**src/rtl/bp_resolve_queue_pkg.sv**
```systemverilog
// Shared types for the branch-predictor resolve queue: stored record, training update
// and default sizing.
package bp_resolve_queue_pkg;

    localparam int unsigned VLEN             = 32;
    localparam int unsigned BP_META_W        = 10;
    localparam int unsigned BP_RESOLVE_DEPTH = 8;

    typedef logic [BP_META_W-1:0] bp_metadata_t;

    typedef struct packed {
        logic            valid;
        logic [VLEN-1:0] pc;
        logic            taken;
        bp_metadata_t    metadata;
    } bht_update_t;

    typedef struct packed {
        logic [VLEN-1:0] pc;
        logic            taken;
        bp_metadata_t    metadata;
    } bp_resolve_rec_t;

endpackage

```
**src/rtl/bp_resolve_queue.sv**
```systemverilog
// Holds predicted conditional branches until execute resolves them in order; emits the
// registered predictor training update and flags mispredicts / desyncs.
module bp_resolve_queue
    import bp_resolve_queue_pkg::*;
#(
    parameter int unsigned DEPTH = BP_RESOLVE_DEPTH
) (
    input  logic                     clk_i,
    input  logic                     rst_ni,
    input  logic                     flush_i,
    input  logic                     debug_mode_i,
    input  logic                     push_valid_i,
    output logic                     push_ready_o,
    input  logic [VLEN-1:0]          push_pc_i,
    input  logic                     push_taken_i,
    input  bp_metadata_t             push_metadata_i,
    input  logic                     resolve_valid_i,
    input  logic [VLEN-1:0]          resolve_pc_i,
    input  logic                     resolve_taken_i,
    output bht_update_t              bht_update_o,
    output logic                     mispredict_o,
    output logic                     desync_o,
    output logic [$clog2(DEPTH):0]   count_o
);

    localparam int unsigned PtrW = $clog2(DEPTH);
    localparam int unsigned CntW = PtrW + 1;

    bp_resolve_rec_t mem_q [DEPTH];
    logic [PtrW-1:0] rd_ptr_q, wr_ptr_q;
    logic [CntW-1:0] count_q;
    bht_update_t     update_q;
    logic            mispredict_q, desync_q;

    bp_resolve_rec_t head;
    logic            full, empty, hit, mispredict, clear, push_fire;

    always_comb begin
        head       = mem_q[rd_ptr_q];
        full       = (count_q == CntW'(DEPTH));
        empty      = (count_q == '0);
        hit        = resolve_valid_i && !empty && (resolve_pc_i == head.pc);
        mispredict = hit && (resolve_taken_i != head.taken);
        // Any of these empties the queue and drops a same-cycle push.
        clear      = flush_i || mispredict || (resolve_valid_i && !hit);
        push_fire  = push_valid_i && !full && !clear;
    end

    assign push_ready_o = !full;
    assign count_o      = count_q;
    assign bht_update_o = update_q;
    assign mispredict_o = mispredict_q;
    assign desync_o     = desync_q;

    // Slot storage is intentionally not reset.
    always_ff @(posedge clk_i) begin
        if (push_fire) begin
            mem_q[wr_ptr_q] <= '{pc: push_pc_i, taken: push_taken_i, metadata: push_metadata_i};
        end
    end

    always_ff @(posedge clk_i or negedge rst_ni) begin
        if (!rst_ni) begin
            rd_ptr_q     <= '0;
            wr_ptr_q     <= '0;
            count_q      <= '0;
            update_q     <= '0;
            mispredict_q <= 1'b0;
            desync_q     <= 1'b0;
        end else begin
            if (clear) begin
                rd_ptr_q <= wr_ptr_q;
                count_q  <= '0;
            end else begin
                if (hit)       rd_ptr_q <= rd_ptr_q + 1'b1;
                if (push_fire) wr_ptr_q <= wr_ptr_q + 1'b1;
                count_q <= count_q + CntW'(push_fire) - CntW'(hit);
            end

            if (hit) begin
                update_q <= '{valid:    !debug_mode_i,
                              pc:       head.pc,
                              taken:    resolve_taken_i,
                              metadata: head.metadata};
            end else begin
                update_q <= '0;
            end
            mispredict_q <= mispredict;
            desync_q     <= resolve_valid_i && !hit;
        end
    end

endmodule

```
**config.mk**
```make
export PLATFORM = sky130hd
export DESIGN_NAME = bp_resolve_queue
export DESIGN_NICKNAME = d
export VERILOG_FILES = /design/src/rtl/bp_resolve_queue_pkg.sv /design/src/rtl/bp_resolve_queue.sv
export SDC_FILE = /design/constraint.sdc
export NUM_CORES = 1
export LEC_CHECK = 0
export BUFFER_PORTS_ARGS = -buffer_cell sky130_fd_sc_hd__buf_2
export CORE_ASPECT_RATIO = 1.4
export CORE_MARGIN = 4
export CORE_UTILIZATION = 40
export DETAILED_ROUTE_END_ITERATION = 16
export HOLD_SLACK_MARGIN = 0.03
export PLACE_DENSITY_LB_ADDON = 0.08
export SYNTH_ARGS = -nofsm -noshare
export SYNTH_HDL_FRONTEND = slang
export SYNTH_SLANG_ARGS = --single-unit
```
**constraint.sdc**
```tcl
create_clock -name clk_i -period 8.65 [get_ports clk_i]
set_input_delay 2.595 -clock clk_i [delete_from_list [all_inputs] [get_ports clk_i]]
set_output_delay 2.595 -clock clk_i [all_outputs]
set_load 0.02 [all_outputs]
```
==> impl_metrics.csv <==
group,metric,value,unit
timing,clock.fmax,0.162,GHz
logic_synthesis,ys_ff_latch,400,
cells_and_area,final_cells,1557,
power_and_ir_drop,leakage,6.59,nW
worst_setup_path,critPathBufInv,4,
timing,rsz0062_at_grt,"false",
worst_setup_path,crit_slowest_cell,"dfrtp_4",
clock_tree,clk_latency,0.55,ns
worst_hold_path,min_delay_path_depth,1,
die,die_y,242,µm
placed_design,port_buffers,132,
die,initial_core_util,40.6,%
run,maxCapViolations,0,
clock_tree,cts.sinks,400,
die,die_w,175,µm
worst_setup_path,endpoint_kind,"flop",
worst_setup_path,critPathKind,"reg2reg",
logic_synthesis,avgSynthCellArea,18.5,µm²
worst_hold_path,min_path_type,"reg2reg",
worst_setup_path,ff2ff_path_depth,14,
drt,drt_iter0_drc,425,
power_and_ir_drop,peakVddDrop,0.162,mV
cells_and_area,area_growth,17.4,%
clock_tree,clk_pin_slew,0.06,ns
timing,setup_viol,0,
worst_setup_path,regToRegSetupSlack,2.47,ns
clock_tree,cts-htree-levels,2,
clock_tree,root_buffer,"clkbuf_16",
timing,period_share,71.4,%
timing,slew_headroom,41.3,%
clock_tree,cts_buffers,41,
drt,vias_per_cell,5.23,
die,rows,85,
placed_design,dp_cells,1480,
worst_setup_path,cpPeakStageDelay,1.00,ns
logic_synthesis,synthTopCellsByArea,"edfxtp_1 66%, dfrtp_1 9.0%, mux4_2 6.9%",
placed_design,dpl.hpwl,22300,µm
drt,final_antenna_net_count,0,
logic_synthesis,syn-num-nets,938,
logic_synthesis,async_flop_share,14.0,%
cells_and_area,layout-drive-gt1-share,30.6,%
clock_tree,cts_tree,"yes",
logic_synthesis,synth_area,15600,µm²
worst_setup_path,cp_max_fo,47,
logic_synthesis,synthFlopType,"edfxtp_1",
logic_synthesis,synthTopCellsByCount,"344 x edfxtp_1, 57 x mux2i_1, 56 x dfrtp_1",
timing,fin_skew,0.0191,ns
drt,routedWlPerCell,23.8,µm
drt,dr_total_vias,8148,
die,core_area,38500,µm²
timing,finalHoldViolCount,0,
logic_synthesis,synth-edff-count,344,
logic_synthesis,synth.most_common_cell,"edfxtp_1",
clock_tree,cts.repair.resized,0,
die,ioPinCount,133,
placed_design,globalplace.congestion,0.719,
grt,antenna_found_initial,3,
worst_setup_path,critPathRequiredTime,9.08,ns
worst_hold_path,holdPathEnd,"wr_ptr_q[0]",
worst_hold_path,hold_start,"wr_ptr_q[0]",
grt,grt_start_max_net_pins,57,
power_and_ir_drop,power,0.00524,W
worst_setup_path,cp_top_family,"simple AND/OR/NAND/NOR gates",
worst_setup_path,r2r-start,"rd_ptr_q[2]",
timing,setup_tns,0,ns
timing,worstMarginPinSlew,0.878,ns
grt,grt_usage,17.5,%
cells_and_area,layout.nets,1092,
grt,grt_pass1_wl,55800,µm
logic_synthesis,seq_area_frac_synth,75.0,%
cells_and_area,multi_input_area,3730,µm²
clock_tree,clockBufferDepth,3,
logic_synthesis,netlist_instances,847,
power_and_ir_drop,power.density,286,nW/µm²
grt,grt_overflow_total,0,
drt,drc,0,
worst_setup_path,start_kind,"flop",
clock_tree,post_cts_buffers,0,
cells_and_area,nFillCells,3363,
timing,post-route-min-period,6.18,ns
timing,slew_violations,0,
logic_synthesis,ys_types,49,
drt,routed_wl,37000,µm
logic_synthesis,synth_top_cell_by_area,"edfxtp_1",
worst_setup_path,r2r-end,"count_o[1]",
worst_setup_path,worstPathArrival,6.61,ns
worst_setup_path,crit_chain,"buf_4 -> mux2_2 -> o22ai_1 -> nor3_1 -> nor4b_1 -> nand4_1 -> or4_2 -> buf_4 -> inv_1 -> ha_1 -> inv_1 -> ha_1 -> fa_1 -> and2_1",
clock_tree,hold_buffers,0,
die,dieArea,42400,µm²
status,outcome,"complete, no violations",
logic_synthesis,synthDominantCellAreaShare,66.1,%
logic_synthesis,ys_warn_count,0,
cells_and_area,regArea,11700,µm²
grt,grt_pass1_vias,8779,
drt,dr.pass1.iters,5,
==> layout by cell type (no fill, tap or decap), types with 8 or more instances in the layout <==
cell type and instances:
mux2_2 33, ha_1 8, a21boi_0 8, a22oi_1 21, nand2_1 10, clkbuf_8 10, and3b_1 8, clkbuf_16 43
dfrtp_1 53, mux2i_1 57, and3_1 9, buf_2 131, nor3_1 32, o21ai_0 11, mux4_2 48, o22ai_1 18
nor2b_1 20, nor2_1 24, edfxtp_1 344, inv_1 9, buf_4 22
==> layer usage <==
layer / up-vias / share of wire [%] / GRT usage (%)
li1: 3685 / - / -
met1: 4213 / 43 / 22.6
met2: 183 / 51 / 30.3
met3: 63 / 4.1 / 3.17
met4: 4 / 2.6 / 5.27
met5: - / 0.057 / 0
==> layout make-up <==
type / count / share of cell area (%)
Sequential cell: 400 / 64.0
Clock buffer: 59 / 6.73
Inverter: 9 / 0.184
Antenna cell: 1 / 0.0136
Timing Repair Buffer: 153 / 4.47
Multi-Input combinational cell: 396 / 20.3
Clock inverter: 17 / 0.770
Tap cell: 522 / 3.56
==> kinds of logic after synthesis <==
kind of cell / after synthesis / synth area share [%]
mux: 138 / 12.9
fa+ha+maj: 9 / 0.768
compound gates: 83 / 3.63
simple gates: 157 / 5.68
xor+xnor: 9 / 0.504
flops: 400 / 75.0
buf+inv: 51 / 1.45
==> state kept, by name (all words and copies together), names as in the netlist <==
| register | flops |
|---|---|
| mem_q | 344 |
| bht_update_o | 44 |
| count_o | 4 |
| rd_ptr_q | 3 |
| wr_ptr_q | 3 |
| desync_o | 1 |
| mispredict_o | 1 |
==> power by group <==
group	total (W)	switching, W	internal, W
Sequential	0.00234	0.000161	0.00218
Combinational	0.00113	0.000610	0.000516
Clock	0.00178	0.000725	0.00105
Total	0.00524	0.00150	0.00375
==> how the worst max path moves through the flow <==
| stage | startpoint | endpoint | slack [ns] | depth (start not counted) |
|---|---|---|---|---|
| finish | rd_ptr_q[2] | count_o[1] | 2.47 | 14 |
| global route | rd_ptr_q[2] | count_o[2] | 2.18 | 15 |
| CTS | rd_ptr_q[2] | count_o[1] | 2.41 | 14 |
| detailed placement | resolve_pc_i[22] | count_o[1] | 1.93 | 12 |
| global placement | resolve_pc_i[22] | count_o[1] | 1.93 | 12 |
| floorplan | resolve_pc_i[20] | mem_q[2][0] | 0.46 | 8 |
==> worst reg2reg max path: stages, from the launching register on <==
cell,delay (ns)
dfrtp_4,1.00
buf_4,0.72
mux2_2,0.42
o22ai_1,0.36
nor3_1,0.08
nor4b_1,0.75
nand4_1,0.14
or4_2,0.70
buf_4,0.36
inv_1,0.44
ha_1,0.31
inv_1,0.06
ha_1,0.19
fa_1,0.42
and2_1,0.14
==> through the flow <==
stage	worst slack (ns)	hold slack [ns]	cell area, µm²	utilization [%]
5_1_grt	2.18	0.600	18400	47.7
3_5_place_dp	1.93	0.562	17000	44.1
3_3_place_gp	1.93	0.579	17000	44.1
2_1_floorplan	0.460	0.517	15600	-
4_1_cts	2.41	0.581	18400	47.7
6_report	2.47	0.574	18400	47.7
No activity file was read; power rests on OpenSTA's default activity.
